--- config.mk ---
export PLATFORM = sky130hd
export DESIGN_NAME = piano_key_encoder_flat
export DESIGN_NICKNAME = d
export VERILOG_FILES = /design/src/rtl/piano_key_encoder_if.sv /design/src/rtl/piano_key_encoder.sv /design/src/flat_wrapper.sv
export SDC_FILE = /design/constraint.sdc
export NUM_CORES = 1
export LEC_CHECK = 0
export BUFFER_PORTS_ARGS = -buffer_cell sky130_fd_sc_hd__buf_2
export CORE_AREA = 5 5 107 109
export CTS_BUF_LIST = sky130_fd_sc_hd__clkbuf_8
export CTS_CLUSTER_DIAMETER = 60
export CTS_CLUSTER_SIZE = 14
export DETAILED_ROUTE_END_ITERATION = 8
export DIE_AREA = 0 0 112 114
export PLACE_DENSITY = 0.76
export SLEW_MARGIN = 20
export SYNTH_ARGS = -nofsm -noshare
export SYNTH_HDL_FRONTEND = slang
export SYNTH_SLANG_ARGS = --single-unit
export TNS_END_PERCENT = 30
--- constraint.sdc ---
create_clock -name clk -period 2.6 [get_ports clk]
set_input_delay 0 -clock clk [delete_from_list [all_inputs] [get_ports clk]]
set_output_delay 0 -clock clk [all_outputs]
set_load 0.1 [all_outputs]
--- src/rtl/piano_key_encoder_if.sv ---
// piano_key_encoder_if
// Groups the key inputs and the note outputs of piano_key_encoder.
//   master : key source / tone-generator side (drives keys, reads note outputs)
//   slave  : piano_key_encoder side (reads keys, drives note outputs)
// Signals:
//   keys        raw asynchronous key levels, 1 = pressed
//   octave_up   raise the output one octave (only when OCTAVE_SHIFT_EN is defined)
//   half_period half-period count for the tone generator
//   note_idx    index of the selected key
//   gate        1 = tone generator should sound
//   note_change one-cycle pulse on a new note or a new attack
interface piano_key_encoder_if #(
    parameter int NUM_KEYS      = 8,
    parameter int WIDTH_COUNTER = 10
);
    logic [NUM_KEYS-1:0]      keys;
`ifdef OCTAVE_SHIFT_EN
    logic                     octave_up;
`endif
    logic [WIDTH_COUNTER-1:0] half_period;
    logic [2:0]               note_idx;
    logic                     gate;
    logic                     note_change;

`ifdef OCTAVE_SHIFT_EN
    modport master (
        output keys,
        output octave_up,
        input  half_period,
        input  note_idx,
        input  gate,
        input  note_change
    );
    modport slave (
        input  keys,
        input  octave_up,
        output half_period,
        output note_idx,
        output gate,
        output note_change
    );
`else
    modport master (
        output keys,
        input  half_period,
        input  note_idx,
        input  gate,
        input  note_change
    );
    modport slave (
        input  keys,
        output half_period,
        output note_idx,
        output gate,
        output note_change
    );
`endif
endinterface

--- src/rtl/piano_key_encoder.sv ---
// piano_key_encoder
// Front end of the tone generators. Each raw key is synchronized (2 flops) and
// debounced; the highest-index accepted key selects a note from a fixed table,
// and a small FSM produces the gate, holding the last note for RELEASE_CYCLES
// after all keys are lifted.
// Ports:
//   clk  system clock
//   rst  synchronous, active-high reset
//   kbd  piano_key_encoder_if.slave: keys in; half_period, note_idx, gate,
//        note_change out (all registered)
// Optional feature macro: OCTAVE_SHIFT_EN
//   defined   : kbd.octave_up (synchronized) halves the table half-period; a
//               change of octave while playing reloads and pulses note_change
//   undefined : half_period is always the table value
module piano_key_encoder #(
    parameter int NUM_KEYS        = 8,
    parameter int DEBOUNCE_CYCLES = 1000,
    parameter int WIDTH_DEB       = 10,
    parameter int RELEASE_CYCLES  = 500,
    parameter int WIDTH_COUNTER   = 10
) (
    input  logic              clk,
    input  logic              rst,
    piano_key_encoder_if.slave kbd
);

    // Only the first eight keys have a note in the table.
    localparam int NOTE_KEYS = (NUM_KEYS < 8) ? NUM_KEYS : 8;
    localparam int WIDTH_REL = (RELEASE_CYCLES > 2) ? $clog2(RELEASE_CYCLES) : 1;

    localparam logic [WIDTH_DEB-1:0] DEB_LAST = WIDTH_DEB'(DEBOUNCE_CYCLES - 1);
    localparam logic [WIDTH_REL-1:0] REL_LAST =
        WIDTH_REL'((RELEASE_CYCLES > 0) ? (RELEASE_CYCLES - 1) : 0);

    typedef enum logic [1:0] {
        ST_IDLE    = 2'd0,
        ST_PLAY    = 2'd1,
        ST_RELEASE = 2'd2
    } state_t;

    // Fixed half-period table, one entry per key index.
    function automatic logic [WIDTH_COUNTER-1:0] note_half_period(input logic [2:0] idx);
        logic [9:0] hp;
        case (idx)
            3'd0:    hp = 10'd478;
            3'd1:    hp = 10'd426;
            3'd2:    hp = 10'd379;
            3'd3:    hp = 10'd358;
            3'd4:    hp = 10'd319;
            3'd5:    hp = 10'd284;
            3'd6:    hp = 10'd253;
            3'd7:    hp = 10'd239;
            default: hp = 10'd478;
        endcase
        return WIDTH_COUNTER'(hp);
    endfunction

    logic [NUM_KEYS-1:0]                key_sync1_r;
    logic [NUM_KEYS-1:0]                key_sync2_r;
    logic [NUM_KEYS-1:0]                deb_r;
    logic [NUM_KEYS-1:0][WIDTH_DEB-1:0] deb_cnt_r;

    logic                     any_key_s;
    logic [2:0]               winner_s;
    logic [WIDTH_COUNTER-1:0] hp_target_s;
    logic                     octave_changed_s;
    logic                     load_s;

    state_t                   state_r;
    state_t                   state_next_s;
    logic [WIDTH_REL-1:0]     rel_cnt_r;
    logic [WIDTH_REL-1:0]     rel_cnt_next_s;
    logic [WIDTH_COUNTER-1:0] half_period_r;
    logic [WIDTH_COUNTER-1:0] half_period_next_s;
    logic [2:0]               note_idx_r;
    logic [2:0]               note_idx_next_s;
    logic                     gate_r;
    logic                     gate_next_s;
    logic                     note_change_r;
    logic                     note_change_next_s;

    // Two-flop synchronizer for the raw key levels.
    always_ff @(posedge clk) begin
        if (rst) begin
            key_sync1_r <= '0;
            key_sync2_r <= '0;
        end else begin
            key_sync1_r <= kbd.keys;
            key_sync2_r <= key_sync1_r;
        end
    end

    // Per-key debounce: a differing level must persist DEBOUNCE_CYCLES samples
    // (counter reaches DEB_LAST while still differing) before it is accepted.
    always_ff @(posedge clk) begin
        if (rst) begin
            deb_r     <= '0;
            deb_cnt_r <= '0;
        end else begin
            for (int i = 0; i < NUM_KEYS; i++) begin
                if (key_sync2_r[i] == deb_r[i]) begin
                    deb_cnt_r[i] <= '0;
                end else if (deb_cnt_r[i] == DEB_LAST) begin
                    deb_r[i]     <= key_sync2_r[i];
                    deb_cnt_r[i] <= '0;
                end else begin
                    deb_cnt_r[i] <= deb_cnt_r[i] + WIDTH_DEB'(1);
                end
            end
        end
    end

    // Highest-index accepted key wins; later iterations override earlier ones.
    always_comb begin
        any_key_s = 1'b0;
        winner_s  = 3'd0;
        for (int i = 0; i < NOTE_KEYS; i++) begin
            any_key_s = any_key_s | deb_r[i];
            winner_s  = deb_r[i] ? 3'(i) : winner_s;
        end
    end

`ifdef OCTAVE_SHIFT_EN
    logic oct_sync1_r;
    logic oct_sync2_r;
    logic oct_loaded_r;

    // Two-flop synchronizer for octave_up.
    always_ff @(posedge clk) begin
        if (rst) begin
            oct_sync1_r <= 1'b0;
            oct_sync2_r <= 1'b0;
        end else begin
            oct_sync1_r <= kbd.octave_up;
            oct_sync2_r <= oct_sync1_r;
        end
    end

    // Octave setting that the currently output half_period was built with.
    always_ff @(posedge clk) begin
        if (rst) begin
            oct_loaded_r <= 1'b0;
        end else if (load_s) begin
            oct_loaded_r <= oct_sync2_r;
        end else begin
            oct_loaded_r <= oct_loaded_r;
        end
    end

    // Table value, halved when the octave is raised.
    always_comb begin
        if (oct_sync2_r) begin
            hp_target_s = note_half_period(winner_s) >> 1;
        end else begin
            hp_target_s = note_half_period(winner_s);
        end
        octave_changed_s = (oct_sync2_r != oct_loaded_r);
    end
`else
    // Table value used as-is.
    always_comb begin
        hp_target_s      = note_half_period(winner_s);
        octave_changed_s = 1'b0;
    end
`endif

    // Next-state and next-output logic; load_s marks any (re)attack or note switch.
    always_comb begin
        state_next_s       = state_r;
        rel_cnt_next_s     = rel_cnt_r;
        half_period_next_s = half_period_r;
        note_idx_next_s    = note_idx_r;
        gate_next_s        = gate_r;
        note_change_next_s = 1'b0;
        load_s             = 1'b0;
        case (state_r)
            ST_IDLE: begin
                gate_next_s = 1'b0;
                if (any_key_s) begin
                    state_next_s = ST_PLAY;
                    load_s       = 1'b1;
                end else begin
                    state_next_s = ST_IDLE;
                end
            end
            ST_PLAY: begin
                gate_next_s = 1'b1;
                if (any_key_s) begin
                    if ((winner_s != note_idx_r) || octave_changed_s) begin
                        load_s = 1'b1;
                    end else begin
                        load_s = 1'b0;
                    end
                end else if (RELEASE_CYCLES == 0) begin
                    state_next_s = ST_IDLE;
                    gate_next_s  = 1'b0;
                end else begin
                    state_next_s   = ST_RELEASE;
                    rel_cnt_next_s = '0;
                end
            end
            ST_RELEASE: begin
                gate_next_s = 1'b1;
                if (any_key_s) begin
                    // Any press re-attacks, even the key that was just released.
                    state_next_s = ST_PLAY;
                    load_s       = 1'b1;
                end else if (rel_cnt_r == REL_LAST) begin
                    state_next_s = ST_IDLE;
                    gate_next_s  = 1'b0;
                end else begin
                    rel_cnt_next_s = rel_cnt_r + WIDTH_REL'(1);
                end
            end
            default: begin
                state_next_s = ST_IDLE;
                gate_next_s  = 1'b0;
            end
        endcase
        if (load_s) begin
            half_period_next_s = hp_target_s;
            note_idx_next_s    = winner_s;
            gate_next_s        = 1'b1;
            note_change_next_s = 1'b1;
        end else begin
            note_change_next_s = 1'b0;
        end
    end

    // FSM state and release counter registers.
    always_ff @(posedge clk) begin
        if (rst) begin
            state_r   <= ST_IDLE;
            rel_cnt_r <= '0;
        end else begin
            state_r   <= state_next_s;
            rel_cnt_r <= rel_cnt_next_s;
        end
    end

    // Registered outputs.
    always_ff @(posedge clk) begin
        if (rst) begin
            half_period_r <= '0;
            note_idx_r    <= 3'd0;
            gate_r        <= 1'b0;
            note_change_r <= 1'b0;
        end else begin
            half_period_r <= half_period_next_s;
            note_idx_r    <= note_idx_next_s;
            gate_r        <= gate_next_s;
            note_change_r <= note_change_next_s;
        end
    end

    assign kbd.half_period = half_period_r;
    assign kbd.note_idx    = note_idx_r;
    assign kbd.gate        = gate_r;
    assign kbd.note_change = note_change_r;

endmodule

--- src/flat_wrapper.sv ---
// flat-port wrapper written by rule: the top's interface ports become plain ports
module piano_key_encoder_flat 
#(
    parameter int NUM_KEYS        = 8,
    parameter int DEBOUNCE_CYCLES = 1000,
    parameter int WIDTH_DEB       = 10,
    parameter int RELEASE_CYCLES  = 500,
    parameter int WIDTH_COUNTER   = 10
)
  (clk, rst, kbd_keys, kbd_half_period, kbd_note_idx, kbd_gate, kbd_note_change);
  piano_key_encoder_if #(.NUM_KEYS(NUM_KEYS), .WIDTH_COUNTER(WIDTH_COUNTER)) kbd_i ();
  input  logic clk;
  input  logic rst;
  input wire logic [$bits(kbd_i.keys)-1:0] kbd_keys;
  output wire logic [$bits(kbd_i.half_period)-1:0] kbd_half_period;
  output wire logic [$bits(kbd_i.note_idx)-1:0] kbd_note_idx;
  output wire logic [$bits(kbd_i.gate)-1:0] kbd_gate;
  output wire logic [$bits(kbd_i.note_change)-1:0] kbd_note_change;
  assign kbd_i.keys = kbd_keys;
  assign kbd_half_period = kbd_i.half_period;
  assign kbd_note_idx = kbd_i.note_idx;
  assign kbd_gate = kbd_i.gate;
  assign kbd_note_change = kbd_i.note_change;
  piano_key_encoder #(.NUM_KEYS(NUM_KEYS), .DEBOUNCE_CYCLES(DEBOUNCE_CYCLES), .WIDTH_DEB(WIDTH_DEB), .RELEASE_CYCLES(RELEASE_CYCLES), .WIDTH_COUNTER(WIDTH_COUNTER)) u_core (.clk(clk), .rst(rst), .kbd(kbd_i));
endmodule
==> summary.md <==
| Metric | Value |
|---|---|
| Outcome | completed |
| Die width | 112 um |
| Clk_lat worst skew | 0.43 ns |
| Power Internal | 3.17 mW |
| Total iterations of the first detailed-routing run | 5 |
| DR iter-0 viols | 136 |
| Ys Warns | 0 |
| Ports | 25 |
| Crit path DAT | 2.76 ns |
| Worst path slowest cell | or4_1 |
| Leading register cell type out of synthesis | dfxtp_1 |
| Syn Inst Count | 615 |
| Vias | 4250 |
| Core Rows | 38 |
| Type of the worst min-delay path | in2reg |
| Combinational power share | 0.017 |
| Sequential area share after synthesis | 0.465 |
| R2r startpoint | u_core.state_r[0]$_SDFFE_PP0P_ |
| Total GRT Usage | 0.172 |
| Post-CTS sizing | 0 |
| RSZ-0062 raised after global routing | false |
| Port Buffer Count | 23 |
| Worst clock skew | 0.00744 ns |
| Largest area contributor in the netlist | dfxtp_1 |
| Syn nets | 643 |
| Syn_area_per_cell | 9.03 um^2 |
| CP Class | reg2reg |
| Seq pwr share | 0.506 |
| Final #Nets | 684 |
| Routed length per placed instance | 12.7 um |
| Initial core utilization | 0.528 |
| Detail Route Antenna Nets | 0 |
| Final Hold Vio Count | 0 |
| Sw frac | 0.199 |
| Post-Layout Inst Area | 6330 um^2 |
| Clk buf depth | 2 |
| Antenna diodes | 0 |
| Worst setup SP type | register |
| Synth Cell Area | 5550 um^2 |
| First-pass GRT wire length | 18.3 mm |
| CTS tree | built |
| H-Tree Level Count | 4 |
| Vias in the first global route | 4148 |
| Overall die area | 12800 um^2 |
| Yosys reg bits | 129 |
| GP Congestion | 0.821 |
| Setup Total Neg Slack | 0 ns |
| CP Buf/Inv Count | 1 |
| Fraction of synthesis flops using an asynchronous set or reset pin | 0 |
| PD cells | 624 nW/um^2 |
| Share of the synthesized area in the top cell type | 0.465 |
| Post-synth EDFFs | 0 |
| Clock slew seen by the registers of the worst setup and hold paths | 0.07 ns |
| Area contributors post-synth | dfxtp_1 47%, nor2_1 7.0%, xor2_1 5.7%, xnor2_1 5.5%, ha_1 4.1% |
| VDD IR-drop max | 286 uV |
| CP Capture Point | u_core.kbd.half_period[0]$_SDFFE_PP0P_ |
| Crit path time final | 2.44 ns |
| Max stage delay on crit path | 0.49 ns |
| Post-synth top cells | 129 x dfxtp_1, 104 x nor2_1, 43 x nand2_1, 36 x xor2_1, 35 x xnor2_1 |
| Reg-to-reg endpoint | u_core.kbd.half_period[0]$_SDFFE_PP0P_ |
| Core area | 10500 um^2 |
| Die height | 114 um |
| Vias/cell | 5.25 |
| Setup Viol. Count Final | 0 |
| Reg2reg path depth | 7 |
| Hold Path Depth | 2 |
| Leakage | 2.40 nW |
| Share of layout cells above drive strength 1 | 0.111 |
| GRT overflow | 0 |
| Flop2flop setup slack | 0.16 ns |
| HPWL after DPL | 7.03 mm |
| Fmax | 0.409 GHz |
| Max-slew violation count | 0 |
| Required time worst endpoint | 2.92 ns |
| Critical path's top delay family | compound AO/OA/AOI/OAI gates |
| Netlist cell types | 54 |
| TritonCTS Sinks | 129 |
| Period utilization | 0.939 |
| DRC Markers | 0 |
| Worst-margin pin slew | 0.820 ns |
| Clk pwr share | 0.478 |
| CTS buffer count | 17 |
| Worst path depth | 7 |
| Worst setup startpoint | u_core.state_r[0]$_SDFFE_PP0P_ |
| Filler cell count | 876 |
| CP max FO | 13 |
| Area post-placement | 5780 um^2 |
| Clock root buffer master | clkbuf_8 |
| Max-cap violations | 0 |
| Worst-path cell chain | inv_1, ha_1, or4_1, o32a_1, o41ai_4, a21bo_4, mux2_2 |
| Switching power | 0.786 mW |
| Post-Route WL | 10.2 mm |
| Most frequent cell after synthesis | dfxtp_1 |
| Area Growth Syn to Fin | 14.0% |
| Relative max-transition margin | 0.448 |
| Critical path capture point type | register |
| Antenna violations before repair | 0 |
| Largest net degree at the start of global routing | 36 |
==> state kept, by name (all words and copies together), names as in the netlist, 2 cells and up <==
name                    cells
u_core.rel_cnt_r            9
u_core.key_sync2_r          8
u_core.key_sync1_r          8
u_core.state_r              2
u_core.kbd.half_period      9
u_core.deb_cnt_r           80
u_core.deb_r                8
u_core.kbd.note_idx         3
==> worst min path at each step <==
stage / from / endpoint / slack, ns
final: rst / u_core.deb_r[1]$_SDFFE_PP0P_ / 0.08
after global routing: rst / u_core.deb_r[5]$_SDFFE_PP0P_ / 0.09
after detailed placement: kbd_keys[4] / u_core.key_sync1_r[4]$_SDFF_PP0_ / 0.22
after floorplan: kbd_keys[0] / u_core.key_sync1_r[0]$_SDFF_PP0_ / 0.13
after CTS: rst / u_core.deb_r[1]$_SDFFE_PP0P_ / 0.06
after global placement: kbd_keys[2] / u_core.key_sync1_r[2]$_SDFF_PP0_ / 0.21
==> area by class of cell <==
| class | instances | area, um^2 | share of cell area |
|---|---|---|---|
| timing repair buffer | 40 | 263 | 0.0415 |
| inverter | 22 | 82.6 | 0.0130 |
| tap | 140 | 175 | 0.0277 |
| clock buffer | 18 | 248 | 0.0391 |
| sequential | 129 | 2580 | 0.408 |
| multi-input combinational | 446 | 2780 | 0.440 |
| clock inverter | 14 | 198 | 0.0312 |
==> cells by family after synthesis <==
group | after synthesis | synth area share
buffers and inverters | 40 | 0.0336
and+or+nand+nor | 281 | 0.249
muxes | 9 | 0.0164
DFF | 129 | 0.465
other | 1 | 0.000675
AOI/OAI and AO/OA | 66 | 0.0822
xor gates and xnor gates | 71 | 0.112
adders and majority gates | 18 | 0.0406
==> per-stage QoR <==
| stage | cells | util | power [mW] | hold WS, ns | setup WS [ns] |
|---|---|---|---|---|---|
| after floorplan | 615 | - | 2.08 | 0.128 | 0.223 |
| after global placement | 765 | 0.550 | 2.10 | 0.212 | 0.215 |
| after detailed placement | 765 | 0.550 | 2.10 | 0.217 | 0.121 |
| after CTS | 805 | 0.600 | 4.00 | 0.0625 | 0.108 |
| after global routing | 809 | 0.603 | 4.10 | 0.0879 | 0.0345 |
| final | 809 | 0.603 | 3.95 | 0.0777 | 0.157 |
==> cells in the final DEF, fill, tap and decap left out, types with 9 or more instances in the layout <==
cell type	netlist	routed
buf_4	3	9
dfxtp_1	129	129
a21oi_1	23	23
xor2_1	36	36
clkbuf_8	0	18
a211oi_1	11	11
or3_1	9	9
buf_2	2	23
nand4_1	17	17
o21ai_0	12	12
ha_1	18	18
nor2_1	104	104
xnor2_1	35	35
nand2_1	43	43
nor2b_1	18	18
and3_1	24	24
nand3_1	28	28
inv_1	21	25
==> layer usage <==
| metal | GRT usage | vias up | share of wire |
|---|---|---|---|
| li1 | - | 2165 | - |
| met3 | 0.0472 | 9 | 0.033 |
| met1 | 0.215 | 2005 | 0.48 |
| met4 | 0.0585 | 0 | 0.012 |
| met2 | 0.287 | 71 | 0.48 |
| met5 | 0 | - | 0 |
==> power by group through the flow <==
stage          Sequential [mW]  Clock, mW  Combinational [mW]
6_report                  2.00       1.89              0.0661
4_1_cts                   2.00       1.93              0.0669
3_5_place_dp              2.04          0              0.0572
3_3_place_gp              2.04          0              0.0557
2_1_floorplan             2.04          0              0.0430
5_1_grt                   2.00       2.02              0.0741
==> repair_timing <==
action | 4_1_cts | 5_1_grt
hold buffers | 8 | 0
setup buffers | 0 | 4
setup endpoints to repair | 0 | 1
hold endpoints to repair | 8 | 0
(Power assumes the default switching activity.)
